[src/rtl/dso_pkg.sv]
// Shared definitions for the capture front end: FSM state codes, the default
// sample-memory address width, and a small state-decoding helper.
package dso_pkg;

  // Default sample-memory address width (depth 2^AW words).
  localparam int DSO_AW_DEFAULT = 12;

  // Capture FSM state codes, kept as plain constants so the state output
  // stays a simple 3-bit code for legacy consumers.
  localparam logic [2:0] ST_IDLE = 3'd0;
  localparam logic [2:0] ST_PRE  = 3'd1;
  localparam logic [2:0] ST_WAIT = 3'd2;
  localparam logic [2:0] ST_POST = 3'd3;
  localparam logic [2:0] ST_DONE = 3'd4;

  // True while a capture is actively writing (PRE, WAIT or POST).
  function automatic logic state_is_busy(input logic [2:0] st);
    return (st == ST_PRE) || (st == ST_WAIT) || (st == ST_POST);
  endfunction

endpackage

[src/rtl/capture_addr_gen.sv]
// Circular write pointer for the sample memory: synchronous clear, advance on
// enable, wraps naturally modulo 2^AW.
module capture_addr_gen #(
  parameter int AW = dso_pkg::DSO_AW_DEFAULT
) (
  input  logic          clk,
  input  logic          reset_n,
  input  logic          clr_i,
  input  logic          en_i,
  output logic [AW-1:0] ptr_o
);

  logic [AW-1:0] ptr_q;
  logic [AW-1:0] ptr_d;

  // Next pointer: clear wins, otherwise step by one on each write.
  always_comb begin
    ptr_d = ptr_q;
    if (clr_i)     ptr_d = '0;
    else if (en_i) ptr_d = ptr_q + 1'b1;
  end

  // Pointer register.
  // NOTE: sequential state is only ever assigned with <= so every flop samples
  // the pre-edge values of its neighbours; blocking here would create races.
  always_ff @(posedge clk or negedge reset_n) begin
    if (!reset_n) ptr_q <= '0;
    else          ptr_q <= ptr_d;
  end

  assign ptr_o = ptr_q;

endmodule

[src/rtl/capture_mem_ctrl.sv]
// Pre/post-trigger capture controller for a circular sample memory. Arms on
// request, fills the pre-trigger window, writes circularly until a qualified
// trigger, fills the post-trigger window so that exactly 2^AW samples are
// held, then hands the memory to the SPI reader with addresses rebased to the
// oldest sample.
module capture_mem_ctrl
  import dso_pkg::*;
#(
  parameter int AW = DSO_AW_DEFAULT
) (
  input  logic          clk,
  input  logic          reset_n,
  input  logic          arm,
  input  logic          abort,
  input  logic [AW-1:0] pre_count,
  input  logic          sample_valid,
  input  logic          trig,
  input  logic [AW-1:0] rd_addr_in,
  input  logic          rd_release,
  output logic [AW-1:0] mem_addr,
  output logic          wr_en,
  output logic [AW-1:0] start_addr,
  output logic [AW-1:0] trig_addr,
  output logic          rd_grant,
  output logic          busy,
  output logic [2:0]    state
);

  logic [2:0]    state_q,      state_d;
  logic [AW-1:0] pre_len_q,    pre_len_d;     // pre_count latched at arm
  logic [AW-1:0] pre_cnt_q,    pre_cnt_d;     // pre-trigger writes so far
  logic [AW-1:0] post_cnt_q,   post_cnt_d;    // post-trigger writes remaining
  logic [AW-1:0] trig_addr_q,  trig_addr_d;
  logic [AW-1:0] start_addr_q, start_addr_d;

  logic [AW-1:0] wr_ptr;
  logic          ptr_clr;
  logic [AW-1:0] pre_cnt_inc;

  assign pre_cnt_inc = pre_cnt_q + 1'b1;

  // Write enable is combinational so a sample is stored in the cycle it is
  // presented. An empty pre window (length 0) and an already-full post window
  // (counter 0) must not write, so both are masked here.
  always_comb begin
    wr_en = 1'b0;
    if (sample_valid && !abort) begin
      unique case (state_q)
        ST_PRE:  wr_en = (pre_len_q != '0);
        ST_WAIT: wr_en = 1'b1;
        ST_POST: wr_en = (post_cnt_q != '0);
        default: wr_en = 1'b0;
      endcase
    end
  end

  capture_addr_gen #(.AW(AW)) u_addr_gen (
    .clk     (clk),
    .reset_n (reset_n),
    .clr_i   (ptr_clr),
    .en_i    (wr_en),
    .ptr_o   (wr_ptr)
  );

  // Capture sequencing: abort overrides everything, otherwise step the FSM.
  // NOTE: every signal written here gets a default first, so no path leaves a
  // value unassigned and no latch is inferred.
  always_comb begin
    state_d      = state_q;
    pre_len_d    = pre_len_q;
    pre_cnt_d    = pre_cnt_q;
    post_cnt_d   = post_cnt_q;
    trig_addr_d  = trig_addr_q;
    start_addr_d = start_addr_q;
    ptr_clr      = 1'b0;

    if (abort) begin
      state_d = ST_IDLE;
    end else begin
      unique case (state_q)
        ST_IDLE: begin
          if (arm) begin
            state_d   = ST_PRE;
            ptr_clr   = 1'b1;
            pre_cnt_d = '0;
            pre_len_d = pre_count;
          end
        end
        ST_PRE: begin
          if (pre_len_q == '0) begin
            state_d = ST_WAIT;
          end else if (sample_valid) begin
            pre_cnt_d = pre_cnt_inc;
            if (pre_cnt_inc == pre_len_q) state_d = ST_WAIT;
          end
        end
        ST_WAIT: begin
          if (sample_valid && trig) begin
            state_d      = ST_POST;
            trig_addr_d  = wr_ptr;
            start_addr_d = wr_ptr - pre_len_q;
            // (2^AW - 1) - pre_len: remaining slots after pre window + trigger.
            post_cnt_d   = ~pre_len_q;
          end
        end
        ST_POST: begin
          if (post_cnt_q == '0) begin
            state_d = ST_DONE;
          end else if (sample_valid) begin
            post_cnt_d = post_cnt_q - 1'b1;
            if (post_cnt_q == AW'(1)) state_d = ST_DONE;
          end
        end
        ST_DONE: begin
          if (rd_release) state_d = ST_IDLE;
        end
        default: state_d = ST_IDLE;
      endcase
    end
  end

  // Controller state registers, all cleared by the asynchronous reset.
  always_ff @(posedge clk or negedge reset_n) begin
    if (!reset_n) begin
      state_q      <= ST_IDLE;
      pre_len_q    <= '0;
      pre_cnt_q    <= '0;
      post_cnt_q   <= '0;
      trig_addr_q  <= '0;
      start_addr_q <= '0;
    end else begin
      state_q      <= state_d;
      pre_len_q    <= pre_len_d;
      pre_cnt_q    <= pre_cnt_d;
      post_cnt_q   <= post_cnt_d;
      trig_addr_q  <= trig_addr_d;
      start_addr_q <= start_addr_d;
    end
  end

  // Memory address mux: reader addresses are rebased to the oldest sample
  // while the reader owns the memory, otherwise the write pointer drives it.
  always_comb begin
    if (state_q == ST_DONE) mem_addr = start_addr_q + rd_addr_in;
    else                    mem_addr = wr_ptr;
  end

  assign rd_grant   = (state_q == ST_DONE);
  assign busy       = state_is_busy(state_q);
  assign state      = state_q;
  assign trig_addr  = trig_addr_q;
  assign start_addr = start_addr_q;

endmodule

[config.mk]
export PLATFORM = sky130hd
export DESIGN_NAME = capture_mem_ctrl
export DESIGN_NICKNAME = d
export VERILOG_FILES = /design/src/rtl/dso_pkg.sv /design/src/rtl/capture_addr_gen.sv /design/src/rtl/capture_mem_ctrl.sv
export SDC_FILE = /design/constraint.sdc
export NUM_CORES = 1
export LEC_CHECK = 0
export BUFFER_PORTS_ARGS = -buffer_cell sky130_fd_sc_hd__buf_4
export CORE_UTILIZATION = 42
export CTS_CLUSTER_SIZE = 30
export DETAILED_ROUTE_END_ITERATION = 10
export GPL_ROUTABILITY_DRIVEN = 1
export HOLD_SLACK_MARGIN = 0.15
export PLACE_DENSITY = 0.73
export RECOVER_POWER = 50
export SYNTH_ARGS = -nofsm -noshare
export SYNTH_HDL_FRONTEND = slang
export SYNTH_SLANG_ARGS = --single-unit
[constraint.sdc]
create_clock -name clk -period 2.3 [get_ports clk]
set_clock_uncertainty 0.15 [all_clocks]
set_input_delay 0 -clock clk [delete_from_list [all_inputs] [get_ports clk]]
set_output_delay 0 -clock clk [all_outputs]
set_load 0.02 [all_outputs]
# Word-level counts from Yosys, hierarchy flattened
# Index checks and enable logic that the tools add are counted.
[totals]
inputBits = 31
register_bits = 75
wordCells = 78
[classes]
reduce_logical = 18
eq_ne = 19
bitwise = 2
mux = 27
addsub = 5
[ops]
columns = ["operator", "n"]
rows = [
  ["12-bit 2-to-1 mux", 9],
  ["12-bit one-hot mux with 2 select lines", 2],
  ["3-bit 2-to-1 mux", 10],
  ["12-bit by 1-bit adder with 12-bit output (second input constant)", 2],
  ["12-bit zero test", 2],
  ["12-bit nonzero test", 2],
  ["4-bit inequality test (second input constant)", 4],
  ["3-bit one-hot mux with 5 select lines", 1],
  ["12-bit adder", 1],
  ["12-bit by 1-bit == test with 1-bit output (second input constant)", 1],
  ["12-bit == test", 1],
  ["2-bit inequality test (second input constant)", 6],
  ["12-bit inverter", 1],
  ["12-bit by 1-bit subtractor with 12-bit output (second input constant)", 1],
  ["12-bit subtractor", 1],
  ["5-bit AND reduction", 2],
  ["3-bit inequality test (second input constant)", 3],
  ["7-bit AND reduction", 1],
  ["3-bit by 2-bit == test with 1-bit output (second input constant)", 2],
  ["3-bit AND reduction", 2],
  ["2-bit nonzero test", 3],
  ["1-bit 2-to-1 mux", 4],
  ["3-bit by 1-bit == test with 1-bit output (second input constant)", 1],
  ["3-bit == test (second input constant)", 1],
  ["6 further kinds", 8],
]

# Depth between registers and ports, before layout
[depth]
depth_word = 7
ltp_mapped = 11
ltp_nobuf = 10

# Cells and area by module
# A second synthesis with hierarchy kept.
[hier_totals]
hier_cells = 553
hier_area_um2 = 4956.0
[by_module_without_submodules]
columns = ["module", "cells_per_inst", "area_per_inst_um2", "n_inst"]
rows = [
  ["capture_mem_ctrl", 496, 4367.9, 1],
  ["capture_addr_gen", 57, 588.1, 1],
]

# Worst setup path after synthesis
# No wires, ideal clock.
[synth_timing]
path_type = "flip-flop to output port"
from = "register start_addr_q[0], in the netlist start_addr[0]"
to = "output port mem_addr[8]"
path_stages_with_launch = 11
n_path_buf = 0
required_time_ns = 2.150
t_arrival_ns = 2.399
setup_slack_ns = -0.249
cell_sequence = "dfrtp_1 -> ha_1 -> inv_1 -> fa_1 -> nor2b_1 -> o21ai_0 -> a21oi_1 -> o211a_1 -> o21a_1 -> nor3_1 -> o31ai_1"
[synth_via]
elab_chain_cells = 2
[synth_lines]
columns = ["element", "line", "source"]
rows = [
  ["start, declared", "capture_mem_ctrl.sv:34", "logic [AW-1:0] start_addr_q, start_addr_d;"],
  ["start signal, assigned", "capture_mem_ctrl.sv:137", "start_addr_q <= start_addr_d;"],
  ["12-bit adder", "capture_mem_ctrl.sv:144", "if (state_q == ST_DONE) mem_addr = start_addr_q + rd_addr_in;"],
  ["12-bit 2-to-1 mux", "capture_mem_ctrl.sv:144", ""],
  ["end, declared", "capture_mem_ctrl.sv:20", "output logic [AW-1:0] mem_addr,"],
]
# Every way passes these cells.

# Worst setup path after layout
[layout_timing]
from = "register start_addr_q[0], in the netlist start_addr[0]"
to = "output port mem_addr[10]"
# The elaborated chain is that of the path after synthesis.

==> impl_metrics.tcl <==
set metrics [dict create \
    outcome "finished with violations" \
    violations "DRC, setup timing" \
    pwr-share-clk_pct 16.6 \
    fin_nets 867 \
    first_global_vias 5366 \
    switching_share_pct 42.8 \
    worst_pin_slew_ps 1210 \
    hpwl_um 12000 \
    yosys_warnings 0 \
    dieHeight_um 112 \
    cp_top_family "compound AO/OA/AOI/OAI gates" \
    ir_drop_v 0.000716 \
    power.leakage_nw 3.53 \
    period_minus_slack_ps 2810 \
    crit_required_ps 2150 \
    synth_edf_count 0 \
    cts.sinks 75 \
    clkSlewWorstSetupHoldPaths_ps 70 \
    hold_class "input port to flop" \
    core-area_sq_um 11600 \
    rows 39 \
    cts_max_level 3 \
    cp_num_buf_inv 2 \
    power_mw 8.90 \
    cts_max_path_buffers 2 \
    syn_area_sq_um 5080 \
    yosysTopAreaCell "dfrtp_1" \
    p_int_mw 5.09 \
    syn2layout_area_growth_pct 51.7 \
    end_kind "output port" \
    holdWs_ps 267 \
    slew_violations 0 \
    antenna_found_initial 0 \
    period_share_pct 122 \
    worstPathArrival_ps 2660 \
    multi_input_area_sq_um 3420 \
    comb_power_share_pct 59.0 \
    synth.most_common_cell "nand2_1" \
    io_pins 73 \
    cts-buffers-inserted 9 \
    hold_start "rd_release" \
    crit_path_start "start_addr[0]" \
    ys_top_cells_by_area "dfrtp_1 (37%), ha_1 (6.9%), o21ai_0 (6.9%)" \
    yosysTopAreaCellShare_pct 37.0 \
    grt_max_degree 47 \
    fill_cells 936 \
    grt_first_pass_wirelength_um 27100 \
    routabilityCongestion 0.951 \
    critical_path.startpoint_type "flop" \
    clock_latency_ps 360 \
    ys_dominant_reg_cell "dfrtp_1" \
    power.switching_mw 3.81 \
    postSynthRegisterBits 75 \
    cap_violations 0 \
    final_cells 954 \
    p_per_area_nw_per_um2 1150 \
    max_freq_ghz 0.355 \
    grt_usage_pct 28.0 \
    tns_ps -2330 \
    postRouteAntennaNets 0 \
    via_per_inst 5.71 \
    p_seq_share_pct 24.4 \
    worst-path-max-fanout 3 \
    rsz0062_at_grt "true" \
    postSynthAreaPerCell_sq_um 8.56 \
    worst-setup-path-type "flop to output port" \
    drt_iter0_markers 337 \
    wire_per_inst_um 18.3 \
    dieArea_sq_um 12500 \
    post_synth_num_cell_types 65 \
    die_w_um 112 \
    post-route-drc-count 4 \
    grt-ovfl-total 0 \
    crit_chain "ha_4, inv_2, fa_2, nor2b_2, o21ai_2, a21oi_2, o211a_1, o211ai_1, a2111oi_2, nand3b_1, buf_6" \
    portBuffers 72 \
    fin_ws_ps -514 \
    first_pass_iters 8 \
    synth_fp_nets 654 \
    syn_inst 593 \
    async_flop_share_pct 100 \
    timing.rr.start "pre_cnt_q[0]" \
    finalHoldViolCount 0 \
    yosysSeqAreaShare_pct 37.0 \
    root_buffer "clkbuf_16" \
    vias 5450 \
    synth_commonest_cells "nand2_1 (76), dfrtp_1 (75), o21ai_0 (70)" \
    slew_headroom_pct 19.6 \
    initial_core_util_pct 43.7 \
    layout-drive-gt1-share_pct 36.5 \
    diodes 0 \
    wl_um 17500 \
    cpPeakStageDelay_ps 380 \
    register_area_sq_um 1890 \
    cts_tree "yes" \
    setup_viol 10 \
    dp_cells 888 \
    critPathSlowestCell "dfrtp_2" \
]
[power by group through the flow]
stage | combinational [mW] | clock, mW | sequential, mW
final | 5.25 | 1.48 | 2.17
after global routing | 5.68 | 1.55 | 2.21
after CTS | 4.84 | 1.51 | 2.13
after detailed placement | 4.40 | 0 | 2.12
after global placement | 4.30 | 0 | 2.09
after floorplan | 2.30 | 0 | 2.26
[path summary, 6_finish.rpt]
check	end	slack (ps)	cells past startpoint
worst max-delay path	mem_addr[10]	-510	11
worst min-delay path	state[1]	270	7
worst max register to register	state[2]	-140	8
worst min register to register	trig_addr[5]	340	2
max in group asynchronous	u_addr_gen.ptr_o[1]	230	4
min in group asynchronous	pre_cnt_q[0]	790	4
[placed cells by master (no fill, tap or decap), types with 4 or more instances in the layout]
cell type	count
o211ai_1	4
nor4_4	4
a211oi_2	5
xor2_1	12
o41ai_1	4
mux2_2	11
dlygate4sd3_1	28
nor3_4	5
nor4_1	6
xnor2_1	22
and2_1	4
buf_4	161
o31ai_1	11
clkbuf_1	21
nor3_1	13
nand2_1	74
buf_6	12
a31oi_1	5
a21oi_2	8
dfrtp_1	67
ha_4	7
o21ai_2	6
nand4_1	7
dfrtp_2	8
inv_2	4
o21a_1	6
o21ai_0	58
inv_1	23
nor2_1	43
a21o_1	4
or2_2	5
nor2b_1	4
a21oi_1	18
o21ai_1	7
clkbuf_16	10
ha_1	21
nand3_1	11
[per-stage QoR]
step           cell area (sq um)  util (%)  setup WS [ps]
2_1_floorplan               5170         -          -51.5
3_3_place_gp                6620      57.0          -91.0
3_5_place_dp                6620      57.0           -206
4_1_cts                     7510      64.7           -424
5_1_grt                     7710      66.4           -592
6_report                    7710      66.4           -514
[flip-flops by register name (all words and copies together), names as in the netlist]
name              flops
state                 3
trig_addr            12
u_addr_gen.ptr_o     12
pre_cnt_q            12
post_cnt_q           12
pre_len_q            12
start_addr           12
[cell families (layout without fill, tap and decap cells)]
family                     after synthesis  in the layout  share of synthesized area, %
adders and majority gates               30             30                          7.69
DFF                                     75             75                          37.0
muxes                                   14             14                          3.08
xor gates and xnor gates                37             37                          6.38
AOI/OAI and AO/OA                      170            170                          21.2
and+or+nand+nor                        212            212                          20.3
buffers and inverters                   55            273                          4.43
[final cells by class]
cell class	count	share of cell area [%]
Clock inverter	6	0.942
Clock buffer	10	2.97
Sequential cell	75	24.5
Tap cell	143	2.32
Inverter	29	1.48
Timing Repair Buffer	228	23.5
Multi-Input combinational cell	463	44.3
[worst min-delay path, stage by stage]
cell and delay [ps]:
buf_4 70, nor2_1 40, a21oi_1 180, or2_2 140
a31oi_1 90, o21ai_2 100, o2bb2ai_1 120
[metal layers]
| metal | global-route usage, % | share of wire, % | wire, um |
|---|---|---|---|
| met1 | 35.3 | 41 | 7240 |
| met2 | 46.0 | 48 | 8400 |
| met3 | 6.21 | 6.7 | 1170 |
| met4 | 12.6 | 3.7 | 649 |
| met5 | 0 | 0 | 0 |
[timing repair]
item	in CTS	in global routing
pin swaps	27	40
hold endpoints to repair	112	0
gates resized for setup	55	49
endpoints found under the setup margin	18	59
hold buffers	29	0
setup buffers	11	14
cloned	0	1
(Power assumes the default switching activity.)
